==> src/rtl/gpr_seq_capture.sv <==
// gpr_seq_capture: receive-side counterpart of the GPR sequencer.
// Captures a valid/ready word stream into a small register file, one frame
// of ADDR_COUNT words at a time. Each word is checked against the
// sequencer's reset pattern (word k = k+1), and a per-frame verdict is
// reported. One bubble cycle (DONE) separates consecutive frames.
module gpr_seq_capture #(
  parameter int ADDR_WIDTH = 2,
  parameter int ADDR_COUNT = 1 << ADDR_WIDTH,
  parameter int DATA_WIDTH = 32
) (
  input  logic                  i_clk,
  input  logic                  i_rst_n,
  input  logic                  i_valid,
  output logic                  o_ready,
  input  logic [DATA_WIDTH-1:0] i_data,
  input  logic [ADDR_WIDTH-1:0] i_raddr,
  output logic [DATA_WIDTH-1:0] o_rdata,
  output logic                  o_frame_done,
  output logic                  o_match,
  output logic [ADDR_WIDTH:0]   o_err_cnt,
  output logic [7:0]            o_frame_cnt
);

  typedef enum logic {
    FILL = 1'b0,
    DONE = 1'b1
  } state_t;

  localparam logic [ADDR_WIDTH-1:0] LAST_ADDR = ADDR_WIDTH'(ADDR_COUNT - 1);

  state_t                  state;
  logic [ADDR_WIDTH-1:0]   wptr;
  logic [ADDR_WIDTH:0]     acc_err;
  logic [DATA_WIDTH-1:0]   gpr [ADDR_COUNT];

  logic [DATA_WIDTH-1:0]   expected_word;
  logic                    mismatch;
  logic [ADDR_WIDTH:0]     frame_err;

  // Ready is a pure decode of the state: the block only takes words in FILL.
  assign o_ready = (state == FILL);

  // Reference pattern is computed at full data width so the last word of a
  // frame compares against ADDR_COUNT rather than a truncated zero.
  assign expected_word = DATA_WIDTH'(wptr) + DATA_WIDTH'(1);
  assign mismatch      = (i_data != expected_word);
  assign frame_err     = acc_err + (ADDR_WIDTH + 1)'(mismatch);

  // Handshake FSM, register file write, frame verdict and read port.
  // NOTE: all state here uses non-blocking assignments, so the read of
  // gpr[i_raddr] sees the value from before this edge's write
  // (read-before-write on a same-address collision).
  always_ff @(posedge i_clk) begin
    if (!i_rst_n) begin
      state        <= FILL;
      wptr         <= '0;
      acc_err      <= '0;
      // NOTE: the register file is cleared on reset so a partial frame is
      // discarded and reads after reset return zero; this keeps the entries
      // in flops rather than a RAM macro, which is fine at this size.
      for (int i = 0; i < ADDR_COUNT; i++) begin
        gpr[i] <= '0;
      end
      o_rdata      <= '0;
      o_frame_done <= 1'b0;
      o_match      <= 1'b0;
      o_err_cnt    <= '0;
      o_frame_cnt  <= '0;
    end else begin
      o_rdata <= gpr[i_raddr];

      case (state)
        FILL: begin
          if (i_valid) begin
            gpr[wptr] <= i_data;
            if (wptr == LAST_ADDR) begin
              wptr         <= '0;
              state        <= DONE;
              o_err_cnt    <= frame_err;
              o_match      <= (frame_err == '0);
              o_frame_done <= 1'b1;
              o_frame_cnt  <= o_frame_cnt + 8'd1;
              acc_err      <= '0;
            end else begin
              wptr    <= wptr + ADDR_WIDTH'(1);
              acc_err <= frame_err;
            end
          end
        end

        DONE: begin
          // Single bubble cycle; a held word is taken on the next edge.
          state        <= FILL;
          o_frame_done <= 1'b0;
        end

        default: begin
          state <= FILL;
        end
      endcase
    end
  end

endmodule

==> config.mk <==
export PLATFORM = sky130hd
export DESIGN_NAME = gpr_seq_capture
export DESIGN_NICKNAME = d
export VERILOG_FILES = /design/src/rtl/gpr_seq_capture.sv
export SDC_FILE = /design/constraint.sdc
export NUM_CORES = 1
export LEC_CHECK = 0
export ABC_AREA = 0
export CORE_MARGIN = 3
export CORE_UTILIZATION = 60
export DETAILED_ROUTE_END_ITERATION = 7
export PLACE_DENSITY = 0.86
export SLEW_MARGIN = 25
export SYNTH_ARGS = -nofsm -noshare
export SYNTH_HDL_FRONTEND = slang
export SYNTH_SLANG_ARGS = --single-unit
==> constraint.sdc <==
create_clock -name i_clk -period 7.2 [get_ports i_clk]
set_clock_uncertainty 0.2 [all_clocks]
set_input_delay 1.8 -clock i_clk [delete_from_list [all_inputs] [get_ports i_clk]]
set_output_delay 1.8 -clock i_clk [all_outputs]
set_load 0.03 [all_outputs]
## Word level (Yosys, flattened, before mapping)

Memories as Yosys holds them, arrays and structs flattened. A register that Yosys moved wholly into a read port is not among the register bits.
Index checks and enable logic that the tools add are counted.
Widths: inputs -> output; s select.

| storage, ports and cells | value |
|---|---|
| memory bits (writable) | 128 |
| word-level logic and storage cells | 39 |
| memories | 1 |
| output and inout port bits | 46 |
| input port bits | 37 |
| register bits after elaboration | 19 |

| cells by class | value |
|---|---|
| bitwise logic cells | 1 |
| equality and inequality tests | 4 |
| mux-type cells | 16 |
| reduce and logical (&&, ||, !) cells | 6 |
| add/subtract/negate cells | 4 |

Memories:

| memory | words | bits a word | read ports | clocked after Yosys merged registers in | wr ports | line | text |
|---|---|---|---|---|---|---|---|
| gpr | 4 | 32 | 1 | 1 | 4 | 34 | `logic [DATA_WIDTH-1:0] gpr [ADDR_COUNT];` |

Operator list:

| cell | number |
|---|---|
| $mux 32 | 1 |
| $ne 32x3->1 | 1 |
| $reduce_or 32->1 | 1 |
| $mux 1 | 10 |
| $add 8x1->8 const B | 1 |
| $mux 2 | 2 |
| $pmux 1 s2 | 2 |
| $reduce_and 2->1 | 2 |
| $add 2x1->3 const B | 1 |
| $add 3x1->3 | 1 |
| $logic_not 3->1 | 1 |
| $mux 3 | 1 |
| $reduce_and 3->1 | 1 |
| $add 2x1->2 const B | 1 |
| $eq 2x2->1 const B | 1 |
| $ne 2x1->1 const B | 1 |
| $ne 2x2->1 const B | 1 |
| $logic_not 1->1 | 1 |
| $not 1->1 | 1 |

## Longest topological paths before layout

| logic depth | value |
|---|---|
| depth in word-level cells | 6 |
| depth in mapped cells | 10 |
| mapped depth without buffers | 9 |

## Least setup slack after synthesis

OpenSTA, ideal clock, no wires.

| timing path | value |
|---|---|
| path kind | input to register |
| from | in i_valid |
| to | mem gpr[3][0] (enable) |
| cell stages on the path | 3 |
| path buffers | 1 |
| slack | 2230 ps |
| required time | 6534 ps |
| library setup time | 466 ps |
| data arrival time | 4304 ps |
| cell sequence | nand2b_1 -> buf_2 -> o21ai_0 |

RTL lines:

| item | line | text |
|---|---|---|
| start, declared | 13 | `input logic i_valid,` |
| end, declared | 34 |  |

## Final worst setup path

| timing path | value |
|---|---|
| from | in i_data[13] |
| to | reg acc_err[1] |

| between the ends | value |
|---|---|
| cells in the longest elaborated chain, start to end | 3 |

RTL lines:

| item | line | text |
|---|---|---|
| start, declared | 15 | `input logic [DATA_WIDTH-1:0] i_data,` |
| $ne 32x3->1 | 46 | `assign mismatch = (i_data != expected_word);` |
| $add 3x1->3 | 47 | `assign frame_err = acc_err + (ADDR_WIDTH + 1)'(mismatch);` |
| via frame_err[1] | 38 | `logic [ADDR_WIDTH:0] frame_err;` |
| $mux 3 | 76 | `if (wptr == LAST_ADDR) begin` |
| end signal, assigned | 86 | `acc_err <= frame_err;` |
| end, declared | 33 | `logic [ADDR_WIDTH:0] acc_err;` |

The timed path passes the listed nets, and every way through them passes these cells.
A chain may end at the register's enable or synchronous reset.

==> out/results.ini <==
[die]
floorplan.core_area_sq_um=11700
die_width_um=116
initial_core_utilization_pct=62.6
placementRows=39
die_area_sq_um=13500
die_height_um=116
floorplan.io_pins=83

[cells_and_area]
drive_above_1_share_pct=13.9
syn2layout_area_growth_pct=20.5
antenna_diode_instance_count=0
layout.nets=618

[clock_tree]
cts_tree=yes
clkLatencyLatePin_ns=0.42
h_tree_levels=4
inserted_clock_buffers=17
cts_max_path_buffers=2
postcts_resize_cnt=0
clock_pin_slew_reported_for_the_worst_setup_and_hold_paths_after_clock_tree_synthesis_ns=0.06
clock-sinks=179
postCtsSetupRepairBufs=0
cts-root-buf=sky130_fd_sc_hd__clkbuf_16
cts.hold.buffers_added=0

[synth]
synth_most_common_cell=sky130_fd_sc_hd__and2_1
synthDominantAreaCellType=sky130_fd_sc_hd__edfxtp_1
synth_area_per_cell_sq_um=14.8
postSynth.topFlopCell=sky130_fd_sc_hd__edfxtp_1
yosys-top-cells-area=sky130_fd_sc_hd__edfxtp_1, sky130_fd_sc_hd__dfxtp_1, sky130_fd_sc_hd__and2_1, sky130_fd_sc_hd__mux4_2, sky130_fd_sc_hd__clkbuf_1
yosysUniqueCellTypes=37
synth_async_sr_flop_share_pct=0
number_of_enable_flip_flop_cells_after_synthesis=128
synth_top_cell_area_share_pct=52.6
mapped_cells=492
syn-cell-area_sq_um=7300
synth_seq_cells=179
synthTopCellsByCount=sky130_fd_sc_hd__and2_1, sky130_fd_sc_hd__edfxtp_1, sky130_fd_sc_hd__dfxtp_1
mappedNetlistNets=533
sequential_element_share_of_the_synthesized_area_pct=66.6
yosys_warnings=0

[place]
post-place-ws_ns=2.44
detailed_place_hpwl_mm=9.11
io_buffers=82
globalplace.congestion=0.755

[detailed_routing]
remaining_drc_errors=0
first_iter_violations=382
route.detailed.wl_per_inst_um=20.7
vias_per_cell=5.92
drtAntennaViolNets=0
vias=4342
drt_pre_antenna_iters=5
postRouteWirelength_mm=15.2

[status]
run_status=finished clean

[worst_setup_path]
worstSetupEndpoint=acc_err[1]
critPathArrivalTime_ns=4.53
rr_worst_depth=8
critical_path.reg2reg.endpoint=acc_err[1]
timing.critical_path.to_type=register
highest_fanout_seen_on_the_critical_path=5
critical-path-max-stage-delay_ns=0.49
worst_path_most_repeated_cell=sky130_fd_sc_hd__ha_1
cell_with_the_biggest_individual_delay_on_the_critical_path=sky130_fd_sc_hd__clkdlybuf4s50_1
timing_worst_setup_path_type=input pin to register
timing.critical_path.buf_inv=1
path_cells=clkdlybuf4s50_1, nor4_1, nand4_1, or3_1, ha_1, ha_1, or3b_2, a21oi_1
critical_path.startpoint_type=input pin
worstSetupPathDepth=8
worst-endpoint-required_ns=7.35
r2r-start=wptr[0]
critPathLaunch=i_data[13]
cp_top_family=simple AND/OR/NAND/NOR gates
timing.reg2reg.setup_slack_ns=4.13

[power]
power.ir.vdd_worst_mv=0.135
cellPowerDensity_nw_per_um2=252
static-leakage-power_nw=3.22

[timing]
final_min_period_over_clock_period_pct=60.8
final.setup.tns_ns=0
final_max_slew_viol_count=0
fmax_ghz=0.228
worst_pin_slew_ns=0.704
worst_slew_margin_relative_to_its_limit_pct=53.1
setup_viol=0
finalCriticalPeriod_ns=4.38
rsz0062_at_grt=no
timing_hold_violations_final=0
final_worst_setup_slack_ns=2.82

[global_routing]
grt_remaining_overflow=0
vias_in_the_first_global_route=4569
grt.total_usage_pct=24.5
grt_antenna_before_repair=0
wire_length_of_the_first_global_routing_pass_mm=24.1
grt_max_degree=41

[min_path]
hp_class=register to register
holdPathStages=2

[run]
maxCapViolations=0

[cell type report]
class                           instances  area, sq um
Clock buffer                           18          429
Clock inverter                         14         96.3
Fill cell                             703         2860
Inverter                                3         11.3
Multi-Input combinational cell        283         2330
Sequential cell                       179         4860
Tap cell                              143          179
Timing Repair Buffer                   93          898
[logic make-up (layout without fill, tap and decap cells)]
| kind of cell | count (synthesis) | after routing | synth area share [%] |
|---|---|---|---|
| buffers and inverters | 30 | 128 | 1.71 |
| AOI/OAI and AO/OA | 22 | 22 | 1.70 |
| and+or+nand+nor | 218 | 218 | 18.6 |
| xor gates and xnor gates | 6 | 6 | 0.719 |
| adders and majority gates | 4 | 4 | 0.685 |
| DFF | 179 | 179 | 66.6 |
| muxes | 33 | 33 | 10.0 |
[worst register-to-register path: cells and delay by family (launching register included)]
kind,cells,cell delay [ns]
AO/OA/AOI/OAI,1,0.14
XOR/XNOR,1,0.18
adder cells (fa/ha/maj),3,0.99
flip-flops,1,0.50
AND/OR/NAND/NOR,3,1.00
[state kept, by name, indices dropped and copies added, names as in the netlist]
register,count
state,1
o_rdata,32
gpr,128
o_frame_done,1
acc_err,3
wptr,2
o_frame_cnt,8
o_match,1
o_err_cnt,3
[cells in the final DEF (no fill, tap or decap), types with 2 or more instances in the layout]
cell type and n:
sky130_fd_sc_hd__a21oi_1 13, sky130_fd_sc_hd__or3_1 2, sky130_fd_sc_hd__xor2_1 2, sky130_fd_sc_hd__edfxtp_1 128, sky130_fd_sc_hd__nand2b_1 4, sky130_fd_sc_hd__nand2_1 14, sky130_fd_sc_hd__inv_1 2, sky130_fd_sc_hd__and3b_2 2
sky130_fd_sc_hd__clkinv_1 6, sky130_fd_sc_hd__dfxtp_1 51, sky130_fd_sc_hd__or3b_2 2, sky130_fd_sc_hd__buf_4 11, sky130_fd_sc_hd__nor4_1 6, sky130_fd_sc_hd__and2_1 161, sky130_fd_sc_hd__nor3b_2 2, sky130_fd_sc_hd__nor2_1 7
sky130_fd_sc_hd__o31ai_1 3, sky130_fd_sc_hd__clkinvlp_4 3, sky130_fd_sc_hd__clkdlybuf4s50_1 81, sky130_fd_sc_hd__or3_2 2, sky130_fd_sc_hd__xnor2_1 4, sky130_fd_sc_hd__or4_1 3, sky130_fd_sc_hd__clkinv_2 5, sky130_fd_sc_hd__mux4_2 32
sky130_fd_sc_hd__nand4_1 2, sky130_fd_sc_hd__ha_1 4, sky130_fd_sc_hd__nand3b_1 2, sky130_fd_sc_hd__clkbuf_16 17, sky130_fd_sc_hd__nand3_1 4, sky130_fd_sc_hd__o21ai_0 3
[worst min-delay path by stage]
stage,from,to
after floorplan,acc_err[0],acc_err[0]
after global placement,acc_err[0],acc_err[0]
after detailed placement,o_match,o_match
after CTS,o_match,o_match
after global routing,o_match,o_match
final,o_match,o_match
[through the flow]
stage          utilization (%)  power [mW]  cell area, sq um  hold slack (ns)  std cells
2_1_floorplan                -        1.32              7300            0.236        492
3_3_place_gp              71.0        1.40              8280            0.246        701
3_5_place_dp              71.0        1.41              8280            0.259        701
4_1_cts                   75.5        2.23              8800            0.272        733
5_1_grt                   75.5        2.29              8800            0.289        733
6_report                  75.5        2.22              8800            0.267        733
[power by group]
group / leakage [nW] / internal [mW] / switching (mW) / total, mW
sequential: 1.75 / 1.17 / 0.0181 / 1.18
combinational: 1.22 / 0.0946 / 0.111 / 0.206
clock: 0.253 / 0.465 / 0.362 / 0.827
[metal layers]
metal  wire length [um]  share of wire [%]  GRT usage [%]  up-vias
li1                   -                  -              -     1944
met1               5970                 39           31.2     2187
met2               7840                 52           40.7      182
met3               1010                6.7           5.28       29
met4                368                2.4           11.0        0
met5                  0                  0              0        -
Power figures use the tool's default switching activity.
==> patch, RTL diff (same settings) <==
Set the parameter `ADDR_WIDTH` to 1 (it was 2).
--- a/src/rtl/gpr_seq_capture.sv
+++ b/src/rtl/gpr_seq_capture.sv
@@ -4,7 +4,7 @@
 // sequencer's reset pattern (word k = k+1), and a per-frame verdict is
 // reported. One bubble cycle (DONE) separates consecutive frames.
 module gpr_seq_capture #(
-  parameter int ADDR_WIDTH = 2,
+  parameter int ADDR_WIDTH = 1,
   parameter int ADDR_COUNT = 1 << ADDR_WIDTH,
   parameter int DATA_WIDTH = 32
 ) (
Ports: changed (resized i_raddr and o_err_cnt); port bits go from 83 to 81. No check against the original RTL was run, so the function may have changed too.
==> patch against the unedited design <==
Routed wire length down 45%. Combinational power down 23%. Area after synthesis down 42%. Design area down 39%. Hold slack better by 15 ps. Die area down 40%. Sequential cell count down 67. Setup slack better by 200 ps. Cell count down 31%. Non-clock buffer count down 9. Critical path depth down 1. Power down 44%. Critical endpoint is now acc_err[0]$_SDFFE_PN0P_.
==> patch: results <==
{
  "cellLeakagePower_nw": 2.08,
  "post-place-ws_ps": 2720,
  "io_buffers": 80,
  "synth_cell_types": 29,
  "outcome": "finished, final reports clean",
  "place_area_mm2": 0.00515,
  "tightest_slew_ps": 981,
  "cp_max_fo": 3,
  "syn_nets": 365,
  "yosys_warnings": 0,
  "clk_latency_ps": 360,
  "groute.layer.met2.usage_pct": 36.7,
  "multi_input_comb_area_mm2": 0.00130,
  "path_clk_slew_ps": 100,
  "use_met3_pct": 6.01,
  "critPathSlowestCell": "nor4_1",
  "final_nets": 444,
  "p_int_uw": 925,
  "grt_pass1_wl_um": 13800,
  "ctsRootBufferMaster": "clkbuf_8",
  "cts_buffers": 9,
  "async_reset_ff_share_pct": 0,
  "drive_above_1_share_pct": 7.54,
  "met1_usage_pct": 26.2,
  "track_usage_pct": 21.7,
  "detail_route.first_pass.iterations": 4,
  "wl_per_cell_um": 16.6,
  "grt_max_degree": 50,
  "worst_slack_ps": 3020,
  "dp_hpwl_um": 5550,
  "n_fill_cell": 412,
  "reg_top3": "gpr: 64 flops, o_rdata: 32 flops, o_frame_cnt: 8 flops",
  "arrival_ps": 4270,
  "whs_ps": 283,
  "grt_pass1_vias": 2802,
  "seq_area_frac_synth_pct": 68.1,
  "synth_edf_count": 64,
  "yosys-top-cells-count": "and2_1, edfxtp_1, dfxtp_1",
  "gp_congestion": 0.733,
  "drtIter0Drc": 182,
  "vdd_ir_drop_max_mv": 0.159,
  "r2r_slack_ps": 4800,
  "slowest_delay_ps": 510,
  "synthCells": 327
}
patch: cell type report:
type | instances | share of cell area, %
Tap cell | 93 | 2.18
Multi-Input combinational cell | 197 | 24.4
Timing Repair Buffer | 84 | 15.9
Sequential cell | 112 | 54.0
Clock inverter | 7 | 1.06
Inverter | 2 | 0.141
Clock buffer | 9 | 2.32
patch: final timing paths:
kind | from | to | cells after the start
worst max-delay path | i_data[18] | acc_err[0]$_SDFFE_PN0P_ | 7
worst min-delay path | acc_err[0]$_SDFFE_PN0P_ | acc_err[0]$_SDFFE_PN0P_ | 2
worst max register to register | wptr$_SDFFE_PN0P_ | acc_err[0]$_SDFFE_PN0P_ | 6
worst min register to register | acc_err[0]$_SDFFE_PN0P_ | acc_err[0]$_SDFFE_PN0P_ | 2
patch: per-layer routing:
metal	vias up	part of all wire (%)	wire length, um
met5	-	0	0
met4	0	1.3	108
met3	13	6.1	514
met2	92	52	4380
met1	1237	40	3360
li1	1299	-	-
patch: cell families (layout without fill, tap and decap cells):
| kind of cell | Yosys count | after routing | share of synthesized area, % |
|---|---|---|---|
| buffers and inverters | 18 | 102 | 1.71 |
| muxes | 35 | 35 | 8.28 |
| and+or+nand+nor | 139 | 139 | 18.4 |
| xor gates and xnor gates | 4 | 4 | 0.828 |
| DFF | 112 | 112 | 68.1 |
| AOI/OAI and AO/OA | 17 | 17 | 2.07 |
| adders and majority gates | 2 | 2 | 0.591 |
patch: worst register-to-register path: stages (launching register included):
cell	delay [ps]
dfxtp_1	500
nor3b_1	290
a21oi_1	50
or3_1	330
ha_1	330
or3b_2	460
a21oi_1	150
patch: power groups by stage:
| stage | clock, mW | combinational (mW) | sequential, mW |
|---|---|---|---|
| final | 0.338 | 0.158 | 0.743 |
| after detailed placement | 0 | 0.159 | 0.758 |
| after CTS | 0.345 | 0.160 | 0.743 |
| after global placement | 0 | 0.151 | 0.755 |
| after floorplan | 0 | 0.0580 | 0.781 |
| after global routing | 0.369 | 0.170 | 0.748 |
